<file path="config.mk">
export PLATFORM = sky130hd
export DESIGN_NAME = data_wb_master
export DESIGN_NICKNAME = d
export VERILOG_FILES = /design/src/rtl/data_wb_master.sv
export SDC_FILE = /design/constraint.sdc
export NUM_CORES = 1
export LEC_CHECK = 0
export ABC_AREA = 1
export ABC_CLOCK_PERIOD_IN_PS = 4300
export CORE_ASPECT_RATIO = 1.75
export CORE_MARGIN = 4
export CORE_UTILIZATION = 45
export CTS_CLUSTER_SIZE = 12
export DETAILED_ROUTE_END_ITERATION = 10
export GPL_ROUTABILITY_DRIVEN = 0
export PLACE_DENSITY = 0.95
export SLEW_MARGIN = 30
export SYNTH_ARGS = -nofsm -noshare
export SYNTH_HDL_FRONTEND = slang
export SYNTH_SLANG_ARGS = --single-unit
</file>
<file path="constraint.sdc">
create_clock -name clk -period 4.3 [get_ports clk]
set_input_delay 0.86 -clock clk [delete_from_list [all_inputs] [get_ports clk]]
set_output_delay 0.86 -clock clk [all_outputs]
set_load 0.05 [all_outputs]
</file>
<file path="src/rtl/data_wb_master.sv">
// Wishbone B4 classic master for the CPU data side: turns a single-cycle memory-stage
// request into one bus cycle, stalling the pipeline until ack, flush or timeout.
module data_wb_master #(
  parameter int unsigned ACK_TIMEOUT = 16
) (
  input  logic        clk,
  input  logic        rst,
  input  logic        stall_i,
  input  logic        flush_i,
  input  logic        cpu_ce_i,
  input  logic        cpu_we_i,
  input  logic [31:0] cpu_addr_i,
  input  logic [3:0]  cpu_sel_i,
  input  logic [31:0] cpu_data_i,
  output logic [31:0] cpu_data_o,
  output logic        stallreq_o,
  output logic        bus_err_o,
  input  logic [31:0] wb_data_i,
  input  logic        wb_ack_i,
  output logic [31:0] wb_addr_o,
  output logic [31:0] wb_data_o,
  output logic        wb_we_o,
  output logic [3:0]  wb_sel_o,
  output logic        wb_stb_o,
  output logic        wb_cyc_o,
  output logic [1:0]  dbg_state_o  // 0 IDLE, 1 BUSY, 2 WAIT_STALL
);

  // Handshake: cpu_ce_i is the request; the memory stage regards the access as
  // complete at the end of the first cycle in which stallreq_o is low.

  typedef enum logic [1:0] {
    IDLE       = 2'd0,
    BUSY       = 2'd1,
    WAIT_STALL = 2'd2
  } state_e;

  localparam logic [7:0] TMO_LAST = 8'(ACK_TIMEOUT - 1);

  state_e      state_q, state_d;
  logic [31:0] rd_buf_q, rd_buf_d;
  logic [7:0]  tmo_q, tmo_d;
  logic [31:0] addr_q, addr_d;
  logic [31:0] data_q, data_d;
  logic        we_q, we_d;
  logic [3:0]  sel_q, sel_d;
  logic        cyc_q, cyc_d;
  logic        timeout;

  assign timeout = (tmo_q == TMO_LAST);

  always_ff @(posedge clk) begin
    if (rst) begin
      state_q  <= IDLE;
      rd_buf_q <= '0;
      tmo_q    <= '0;
      addr_q   <= '0;
      data_q   <= '0;
      we_q     <= 1'b0;
      sel_q    <= '0;
      cyc_q    <= 1'b0;
    end else begin
      state_q  <= state_d;
      rd_buf_q <= rd_buf_d;
      tmo_q    <= tmo_d;
      addr_q   <= addr_d;
      data_q   <= data_d;
      we_q     <= we_d;
      sel_q    <= sel_d;
      cyc_q    <= cyc_d;
    end
  end

  always_comb begin
    state_d    = state_q;
    rd_buf_d   = rd_buf_q;
    tmo_d      = tmo_q;
    addr_d     = addr_q;
    data_d     = data_q;
    we_d       = we_q;
    sel_d      = sel_q;
    cyc_d      = cyc_q;
    stallreq_o = 1'b0;
    bus_err_o  = 1'b0;
    cpu_data_o = '0;

    unique case (state_q)
      IDLE: begin
        if (cpu_ce_i && !flush_i) begin
          addr_d     = cpu_addr_i;
          data_d     = cpu_data_i;
          we_d       = cpu_we_i;
          sel_d      = cpu_sel_i;
          cyc_d      = 1'b1;
          tmo_d      = '0;
          state_d    = BUSY;
          stallreq_o = 1'b1;
        end
      end
      BUSY: begin
        if (wb_ack_i && !we_q) cpu_data_o = wb_data_i;
        // Flush beats ack, and ack beats a timeout landing on the same cycle.
        if (flush_i) begin
          cyc_d    = 1'b0;
          we_d     = 1'b0;
          rd_buf_d = '0;
          state_d  = IDLE;
        end else if (wb_ack_i) begin
          cyc_d    = 1'b0;
          we_d     = 1'b0;
          rd_buf_d = we_q ? 32'h0 : wb_data_i;
          state_d  = stall_i ? WAIT_STALL : IDLE;
        end else if (timeout) begin
          cyc_d     = 1'b0;
          rd_buf_d  = '0;
          bus_err_o = 1'b1;
          state_d   = stall_i ? WAIT_STALL : IDLE;
        end else begin
          tmo_d      = tmo_q + 8'd1;
          stallreq_o = 1'b1;
        end
      end
      WAIT_STALL: begin
        // Holds the result while the pipeline is frozen so the held request is not re-issued.
        cpu_data_o = rd_buf_q;
        if (flush_i) begin
          rd_buf_d = '0;
          state_d  = IDLE;
        end else if (!stall_i) begin
          state_d = IDLE;
        end
      end
      default: state_d = IDLE;
    endcase
  end

  assign wb_addr_o   = addr_q;
  assign wb_data_o   = data_q;
  assign wb_we_o     = we_q;
  assign wb_sel_o    = sel_q;
  assign wb_stb_o    = cyc_q;
  assign wb_cyc_o    = cyc_q;
  assign dbg_state_o = state_q;

endmodule

</file>
# Word level (Yosys, flattened, before mapping)
# Index checks and enable logic that the tools add are counted.
dict set report op_classes {
  n_reduce_logical 13
  add_sub_neg 1
  n_eq_ne 11
  mux 39
}
# op n
set ops {}
lappend ops {{2-to-1 mux 32 bit} 6}
lappend ops {{case mux 32 bit (2 select lines)} 2}
lappend ops {{2-to-1 mux 8 bit} 4}
lappend ops {{case mux 8 bit (2 select lines)} 1}
lappend ops {{2-to-1 mux 1 bit} 15}
lappend ops {{2-to-1 mux 2 bit} 7}
lappend ops {{AND reduction 3 bit} 4}
lappend ops {{inequality test 2 bit, second input constant} 5}
lappend ops {{adder 8 x 1 -> 8 bit, second input constant} 1}
lappend ops {{equality test 8 x 4 -> 1 bit, second input constant} 1}
lappend ops {{inequality test 3 bit, second input constant} 2}
lappend ops {{case mux 1 bit (2 select lines)} 3}
lappend ops {{case mux 2 bit (3 select lines)} 1}
lappend ops {{AND reduction 5 bit} 1}
lappend ops {{inequality test 4 bit, second input constant} 1}
lappend ops {{nonzero test 2 bit} 2}
lappend ops {{equality test 2 x 1 -> 1 bit, second input constant} 1}
lappend ops {{equality test 2 bit, second input constant} 1}
lappend ops {{logical AND 1 bit} 2}
lappend ops {{logical NOT 1 bit} 2}
lappend ops {{logical NOT 2 bit} 1}
lappend ops {{AND reduction 2 bit} 1}
dict set report totals {
  out_inout_bits 107
  word_cells 72
  register_bits 112
}

# Longest topological paths before layout
# Gate-level depths: netlist of run 1.
dict set report depth {
  depth_word 5
  depth_mapped 11
}

# Worst setup path after synthesis of run 1
# OpenSTA, ideal clock, no wires.
dict set report synth_timing {
  kind {reg-to-output}
  start {register state_q[0] (netlist: dbg_state_o[0])}
  end {output bus_err_o}
  path_slack_ns 1.101
  stages_incl_launch_ff 5
  arrival_time_ns 2.339
  path_buffers 0
  cell_sequence {dfxtp_1 -> ha_1 -> inv_1 -> nor3_4 -> nor3b_1}
}
dict set report synth_via {
  elab_chain_cells 2
}
# item line_no
set synth_lines {}
lappend synth_lines {{from (decl)} 40} ;# state_e state_q, state_d;
lappend synth_lines {{from (signal assigned)} 63} ;# state_q <= state_d;
lappend synth_lines {{equality test 2 x 1 -> 1 bit} 87} ;# unique case (state_q)
lappend synth_lines {{2-to-1 mux 1 bit} 87}
lappend synth_lines {{to (decl)} 17} ;# output logic bus_err_o,
# No other way between the ends.

# Worst setup path after layout of run 1
dict set report layout_timing {
  start {register state_q[0] (netlist: dbg_state_o[0])}
  end {output cpu_data_o[19]}
}
dict set report layout_via {
  elab_chain_cells 2
  elab_cells_between_ends 3
  classes_between {eq/ne: 2; mux: 1}
}
# item line_no
set layout_lines {}
lappend layout_lines {{equality test 2 bit / equality test 2 x 1 -> 1 bit (equally long branches)} 87}
lappend layout_lines {{case mux 32 bit (2 select lines) *} 87}
lappend layout_lines {{to (decl)} 15} ;# output logic [31:0] cpu_data_o,
# Mark *: on every way between the ends. The rest lies on a longest branch, timed or not.

==> impl_results.md, run 1 <==
- Remaining Overflow, GRT: 0
- RSZ-0062 raised after global routing: no
- Post-Syn Area: 5200 um^2
- Place WS: 492 ps
- First-pass GRT wire length: 24.5 mm
- Die Y: 150 um
- Final Hold Viols: 0
- Sequential area share after synthesis: 0.431
- DRC: 0
- Cts hold-fix bufs: 0
- Antenna Nets Post-Route: 0
- Ys flop type: dfxtp_1
- Status: complete, no violations
- Clock skew: 7.16 ps
- Synth Area per Inst: 6.98 um^2
- Wirelength, routed: 15.5 mm
- DP Cell Count: 1043
- Post-CTS Setup Bufs: 0
- Post-layout instance area: 7640 um^2
- Max frequency: 257 MHz
- Slew @ Worst Pin: 863 ps
- Detailed Place HPWL: 11.0 mm
- Max Transition Viols Final: 0
- CTS Root Cell: clkbuf_16
- Final #Nets: 1033
- Sequential Power Share: 0.386
- Diode count: 0
- Initial Utilization: 0.463
- CP Launch Type: flop
- CTS resizes: 0
- CP Capture Type: output pin
- IO buf count: 213
- Layout cells sized above 1: 0.100
- Worst skew pair latency: 350 ps
- Synth unique cells: 25
- Peak VDD IR: 0.255 mV
- EDFF count, synth: 0
- Placed inst area: 7310 um^2
- Most common cell in the netlist: nor2_1
- First drt pass iteration count: 5
- Largest net degree at the start of global routing: 70
- Post-synth top area cell: dfxtp_1
- Die X: 89.3 um
- Net Sw Frac: 0.355
- Synth area leaders: dfxtp_1 (43%), nor2_1 (14%), nand3_1 (7.8%)
- Post-Layout Cell Count: 1059
- Endpoints failing setup: 0
- Critical path type: reg2out
- Largest buffer count on any clock path: 2
- # clock sinks: 112
- TritonCTS clock tree: built
- Worst-path clk slew: 80 ps
- Tot Pwr: 3160 uW
- Synth Instances: 745
- Vias in the first global route: 5248
- Crit path max-delay cell type: clkdlybuf4s50_1
- GRT Util Overall: 0.228
- Starting DRT DRC Count: 292
- Routed len/inst: 14.6 um
- Crit-path cells: inv_1 > ha_1 > clkinv_1 > a21oi_1 > clkdlybuf4s50_1
- Io pins: 214
- Row cnt: 51
- Buf/Inv on CP: 3
- Logic pwr share: 0.320
- HP Class: reg2reg
- Syn Nets: 856
- Initial antenna violation count: 0
- Core area: 11200 um^2
- Cts bufs inserted: 9
- Int Power: 2040 uW
- Vias/cell: 5.21
- MaxCap Viol Count: 0
- P&R area growth vs syn: 47.0%
- Die area: 13400 um^2
- Worst Path Max Fanout: 32
- Post-synth top cells: nor2_1 (194), dfxtp_1 (112), nand2_1 (102)
- Top-area cell type share of the netlist area: 0.431
- Setup TNS: 0 ps
- Part of the power in the clock network: 0.295
- Power Dens Cells: 414 nW/um^2
- Final min period: 3890 ps
- Tcrit/Tclk final: 0.904
- Max incr delay on CP: 860 ps
- Slew headroom: 0.421
- Yosys warns: 0
- Yosys reg bits: 112
- Ys async rst share: 0
- Psw: 1120 uW
- Vias: 5518
- Htree depth: 3
- Crit path DAT: 3030 ps
- Largest delay share family, worst path: buffers and inverters
- Worst EP required: 3440 ps
- Leakage: 0.00296 uW
- Worst Slack Setup Final: 414 ps
==> cells in the final DEF (no fill, tap or decap), drive strengths merged <==
cell	instances
a21o	1
a21oi	38
and2	1
buf	10
bufinv	2
clkbuf	9
clkdlybuf4s50	211
clkinv	2
dfxtp	112
ha	4
inv	21
nand2	131
nand3	82
nor2	223
nor3	2
nor3b	2
o21ai	75
or2	1
==> worst min-delay path: stages, from the launching register on <==
cell and delay (ps):
dfxtp_1 330, nor2_1 50, nor2_1 80
==> metal layers <==
| metal | vias up | global-route usage | part of all wire |
|---|---|---|---|
| met4 | 0 | 0.0872 | 0.030 |
| met1 | 2509 | 0.252 | 0.37 |
| met5 | - | 0 | 0 |
| met2 | 232 | 0.390 | 0.51 |
| li1 | 2743 | - | - |
| met3 | 34 | 0.0843 | 0.095 |
==> final cells by class <==
cell class / count / area (um^2)
sequential: 112 / 2240
multi-input combinational: 560 / 2590
tap: 132 / 165
inverter: 18 / 67.6
fill: 871 / 3590
clock inverter: 7 / 109
clock buffer: 9 / 225
timing repair buffer: 221 / 2240
==> power by group through the flow <==
stage | sequential, uW | combinational (uW) | clock (uW)
after floorplan | 1460 | 464 | 0
after global placement | 1230 | 991 | 0
after detailed placement | 1240 | 1010 | 0
after CTS | 1220 | 1010 | 959
after global routing | 1230 | 1090 | 1010
final | 1220 | 1010 | 931
==> cell families (layout without fill, tap and decap cells) <==
family          Yosys count  after routing  share of synthesized area
flops                   112            112                      0.431
simple gates            442            442                      0.375
compound gates          114            114                      0.112
buf+inv                  73            255                     0.0712
fa+ha+maj                 4              4                    0.00963
==> metrics by stage <==
| stage | hold WS, ps | utilization |
|---|---|---|
| after global routing | 510 | 0.680 |
| after floorplan | 454 | - |
| after CTS | 489 | 0.680 |
| after global placement | 464 | 0.651 |
| after detailed placement | 472 | 0.651 |
| final | 484 | 0.680 |
==> final timing paths <==
check | start | to | slack (ps) | cells after the start
max | dbg_state_o[0] | cpu_data_o[19] | 410 | 5
min | rd_buf_q[16] | rd_buf_q[16] | 480 | 2
max reg2reg | dbg_state_o[1] | rd_buf_q[17] | 1900 | 9
min reg2reg | rd_buf_q[16] | rd_buf_q[16] | 480 | 2
==> state kept, by name, summed over array words and instances (netlist names) <==
signal       cells
wb_we_o          1
wb_cyc_o         1
dbg_state_o      2
wb_data_o       32
tmo_q            8
wb_addr_o       32
wb_sel_o         4
rd_buf_q        32
Note: power is estimated with default switching activity, not from simulation.
==> run 2: changes to the inputs <==
- CTS_BUF_LIST: not set -> sky130_fd_sc_hd__clkbuf_4 sky130_fd_sc_hd__clkbuf_8
==> run 2 against run 1 <==
Effect of this change: fmax shrank 0.23%; global-route usage fell by 0.28 points; clock skew grew 9.2 ps; count of clock-buffer cells in the layout did not move; largest cell class unchanged; sequential cell count is the same; register-to-register slack hardly changed.
==> impl_results.md, run 2 (synthesized netlist as in run 1, its figures left out) <==
- Hold Crit Endpoint: rd_buf_q[16]
- Wirelength, routed: 15.3 mm
- Endpoints failing setup: 0
- Worst-path clk slew: 120 ps
- Vias: 5458
- Remaining Overflow, GRT: 0
- Placed inst area: 7310 um^2
- Die Y: 150 um
- Status: complete, no violations
- DP Cell Count: 1043
- Place WS: 492 ps
- CP Capture Type: output pin
- RR Startpoint: dbg_state_o[1]
- CTS resizes: 0
- Max Transition Viols Final: 0
- Vias/cell: 5.15
- Die X: 89.3 um
- Commonest non-fill, non-tap cell in the layout: clkdlybuf4s50_1
- Row cnt: 51
- Power Dens Cells: 392 nW/um^2
- GRT Util Overall: 0.226
- MaxCap Viol Count: 0
- Io pins: 214
- Worst reg2reg path depth: 9
- Initial antenna violation count: 0
- Core area: 11200 um^2
- Top Metal Used: met4
- Die area: 13400 um^2
- IO buf count: 213
- # clock sinks: 112
- Cts bufs inserted: 9
- Post-Layout Cell Count: 1059
- Routed len/inst: 14.4 um
- Max frequency: 257 MHz
- Worst EP required: 3440 ps
- First-pass GRT wire length: 24.3 mm
- TritonCTS clock tree: built
- Post-layout instance area: 7540 um^2
- Crit path DAT: 3040 ps
- Post-CTS Setup Bufs: 0
- Hold Crit Start: rd_buf_q[16]
- Worst Path Max Fanout: 32
- Most frequent cells in the layout: clkdlybuf4s50_1 (211), nor2_1 (193), dfxtp_1 (112)
- Met3 wire length: 1.39 mm
- Metal2 WL: 7.68 mm
- P&R area growth vs syn: 45.0%
- Cts hold-fix bufs: 0
- Slew headroom: 0.430
- Tcrit/Tclk final: 0.906
- Layout cells sized above 1: 0.100
- Diode count: 0
- WHS Path Cells: 2
- Worst Slack Setup Final: 405 ps
- DRC: 0
- Leakage: 0.00291 uW
- Reg2reg setup slack: 1900 ps
- CP Launch Type: flop
- RSZ-0062 raised after global routing: no
- Final Hold Viols: 0
- Tightest hold margin: 491 ps
- Initial Utilization: 0.463
- Final min period: 3900 ps
- Setup TNS: 0 ps
- Largest buffer count on any clock path: 2
- Reg-to-reg critical path endpoint: rd_buf_q[17]
- Htree depth: 3
- Detailed Place HPWL: 11.0 mm
- First drt pass iteration count: 4
- HP Class: reg2reg
- Final #Nets: 1033
- Peak VDD IR: 0.239 mV
- CTS Root Cell: clkbuf_8
- Clock skew: 16.4 ps
- Slew @ Worst Pin: 849 ps
- Met1 WL: 5.75 mm
- Vias in the first global route: 5220
- Starting DRT DRC Count: 252
- Worst skew pair latency: 380 ps
- Antenna Nets Post-Route: 0
- Critical path type: reg2out
- Largest net degree at the start of global routing: 70
run 2: cell counts in the layout (fill, tap and decap cells not counted):
No cell type changed its count.
run 2: per-stage QoR:
| stage | utilization | total power, uW |
|---|---|---|
| after CTS | 0.671 | 2980 |
| final | 0.671 | 2950 |
| after detailed placement | 0.651 | 2250 |
| after floorplan | - | 1920 |
| after global routing | 0.671 | 3120 |
| after global placement | 0.651 | 2230 |
run 2: area by class of cell:
cell class                      instances  area (um^2)
Clock buffer                            9          124
Clock inverter                          7          109
Fill cell                             879         3690
Inverter                               18         67.6
Multi-Input combinational cell        560         2590
Sequential cell                       112         2240
Tap cell                              132          165
Timing Repair Buffer                  221         2240
run 2: how the worst max path moves through the flow:
stage | startpoint | endpoint | depth (start not counted)
floorplan | dbg_state_o[0] | bus_err_o | 4
global placement | wb_ack_i | cpu_data_o[25] | 7
detailed placement | wb_ack_i | cpu_data_o[19] | 7
CTS | wb_ack_i | cpu_data_o[19] | 7
global route | dbg_state_o[0] | cpu_data_o[13] | 5
finish | dbg_state_o[0] | cpu_data_o[19] | 5
run 2: where the power goes:
part | switching [uW] | total (uW) | leakage, uW | internal (uW)
clock | 384 | 726 | 0.000118 | 342
sequential | 63.5 | 1220 | 0.000919 | 1160
combinational | 651 | 1010 | 0.00187 | 357
run 2: critical path, stage by stage, from the launching register on:
cell	delay, ps
dfxtp_1	390
inv_1	80
ha_1	290
clkinv_1	660
a21oi_1	370
clkdlybuf4s50_1	860
run 2: metal layers:
metal / track usage / vias up
met5: 0 / -
met4: 0.0894 / 0
met3: 0.0789 / 31
met2: 0.387 / 195
met1: 0.248 / 2497
li1: - / 2735
==> run 3: changes to the inputs <==
- CTS_BUF_LIST: sky130_fd_sc_hd__clkbuf_4 sky130_fd_sc_hd__clkbuf_8 -> sky130_fd_sc_hd__clkbuf_4
- HOLD_SLACK_MARGIN: not set -> 0.08
- SKIP_CTS_REPAIR_TIMING: not set -> 1
==> run 3 against run 2 <==
Effect of this change: combinational power is essentially flat; sequential cell count unchanged; die area unchanged.
==> impl_results.md, run 3 (synthesized netlist as in run 1, its figures left out) <==
- Crit path max-delay cell type: clkdlybuf4s50_1
- Die X: 89.3 um
- Final min period: 4010 ps
- CP Capture Type: output pin
- Logic pwr share: 0.354
- Worst EP required: 3440 ps
- Area occupied by multi-input gates: 2590 um^2
- Sequential Power Share: 0.428
- Crit-path cells: inv_1 > ha_1 > clkinv_1 > a21oi_1 > clkdlybuf4s50_1
- Detailed Place HPWL: 11.0 mm
- DRC: 0
- Htree depth: 3
- RSZ-0062 raised after global routing: no
- CTS Root Cell: clkbuf_4
- Final Hold Viols: 0
- Max incr delay on CP: 860 ps
- DP Cell Count: 1043
- Max Transition Viols Final: 0
- Io pins: 214
- Part of the power in the clock network: 0.218
- Worst reg2reg path depth: 9
- Initial antenna violation count: 0
- Psw: 1090 uW
- Cts bufs inserted: 9
- RR Startpoint: dbg_state_o[1]
- Net Sw Frac: 0.381
- IO buf count: 213
- Largest buffer count on any clock path: 2
- Endpoints failing setup: 0
- CP Launch Type: flop
- Routed len/inst: 14.5 um
- Reg2reg setup slack: 1900 ps
- Layout cells sized above 1: 0.100
- Tcrit/Tclk final: 0.934
- Setup TNS: 0 ps
- Worst Path Max Fanout: 32
- Die area: 13400 um^2
- Wirelength, routed: 15.3 mm
- Slew @ Worst Pin: 860 ps
- Vias in the first global route: 5245
- Commonest non-fill, non-tap cell in the layout: clkdlybuf4s50_1
- Leakage: 0.00289 uW
- Core area: 11200 um^2
- HP Class: reg2reg
- P&R area growth vs syn: 43.9%
- Final #Nets: 1033
- First-pass GRT wire length: 24.3 mm
- Die Y: 150 um
- Worst-path clk slew: 190 ps
- MaxCap Viol Count: 0
- First drt pass iteration count: 5
- GRT Util Overall: 0.225
- Critical path type: reg2out
- Crit path DAT: 3150 ps
- Status: complete, no violations
- FF/Latch Area: 2240 um^2
- Most frequent cells in the layout: clkdlybuf4s50_1 (211), nor2_1 (193), dfxtp_1 (112)
- Row cnt: 51
- Diode count: 0
- # clock sinks: 112
- Int Power: 1760 uW
- Initial Utilization: 0.463
- Max frequency: 249 MHz
- Remaining Overflow, GRT: 0
- Vias: 5510
- Worst skew pair latency: 460 ps
- Antenna Nets Post-Route: 0
- Starting DRT DRC Count: 289
- CP endpoint: cpu_data_o[19]
- Reg-to-reg critical path endpoint: rd_buf_q[17]
- Largest net degree at the start of global routing: 70
- TritonCTS clock tree: built
- Vias/cell: 5.20
- Power Dens Cells: 381 nW/um^2
- Clock skew: 25.1 ps
- Post-Layout Cell Count: 1059
- Peak VDD IR: 0.306 mV
- Fillers: 884
- Slew headroom: 0.423
- Worst Setup SP: dbg_state_o[0]
==> run 3: cell counts in the layout (fill, tap and decap cells not counted) <==
No cell type changed its count.
==> run 3: final cells by class <==
cell class	instances	area share
clock buffer	9	0.00903
clock inverter	7	0.0145
inverter	18	0.00903
multi-input combinational	560	0.347
sequential	112	0.300
tap	132	0.0221
timing repair buffer	221	0.299
==> run 3: worst min-delay path by stage <==
stage / end / slack, ps / depth (start not counted) / start
after floorplan: rd_buf_q[16] / 450 / 2 / rd_buf_q[16]
after global placement: rd_buf_q[17] / 460 / 2 / rd_buf_q[17]
after detailed placement: rd_buf_q[16] / 470 / 2 / rd_buf_q[16]
after CTS: rd_buf_q[16] / 500 / 2 / rd_buf_q[16]
after global routing: rd_buf_q[17] / 520 / 2 / rd_buf_q[17]
final: rd_buf_q[16] / 500 / 2 / rd_buf_q[16]
==> run 3: per-stage QoR <==
step           setup slack [ps]  utilization  hold WS [ps]  cell area, um^2  total power (uW)
4_1_cts                     493        0.666           500             7480              2870
3_5_place_dp                492        0.651           472             7310              2250
2_1_floorplan              1100            -           454             5200              1920
3_3_place_gp                536        0.651           464             7310              2230
5_1_grt                    27.5        0.666           521             7480              3010
6_report                    285        0.666           497             7480              2850
==> run 3: power groups by stage <==
stage / Clock, uW / Sequential, uW / Combinational [uW]
5_1_grt: 684 / 1230 / 1090
3_3_place_gp: 0 / 1230 / 991
2_1_floorplan: 0 / 1460 / 464
6_report: 620 / 1220 / 1010
3_5_place_dp: 0 / 1240 / 1010
4_1_cts: 639 / 1220 / 1010
==> run 3: worst max-delay path: cells and delay by family, from the launching register on <==
kind            cells  cell delay (ps)
buf+inv             3             1610
compound gates      1              370
flops               1              420
fa+ha+maj           1              290
==> run 3: routing by layer <==
layer	share of wire	up-vias	GRT usage
met1	0.37	2507	0.247
met3	0.095	42	0.0767
met5	0	-	0
met4	0.032	0	0.0849
met2	0.51	220	0.391
li1	-	2741	-
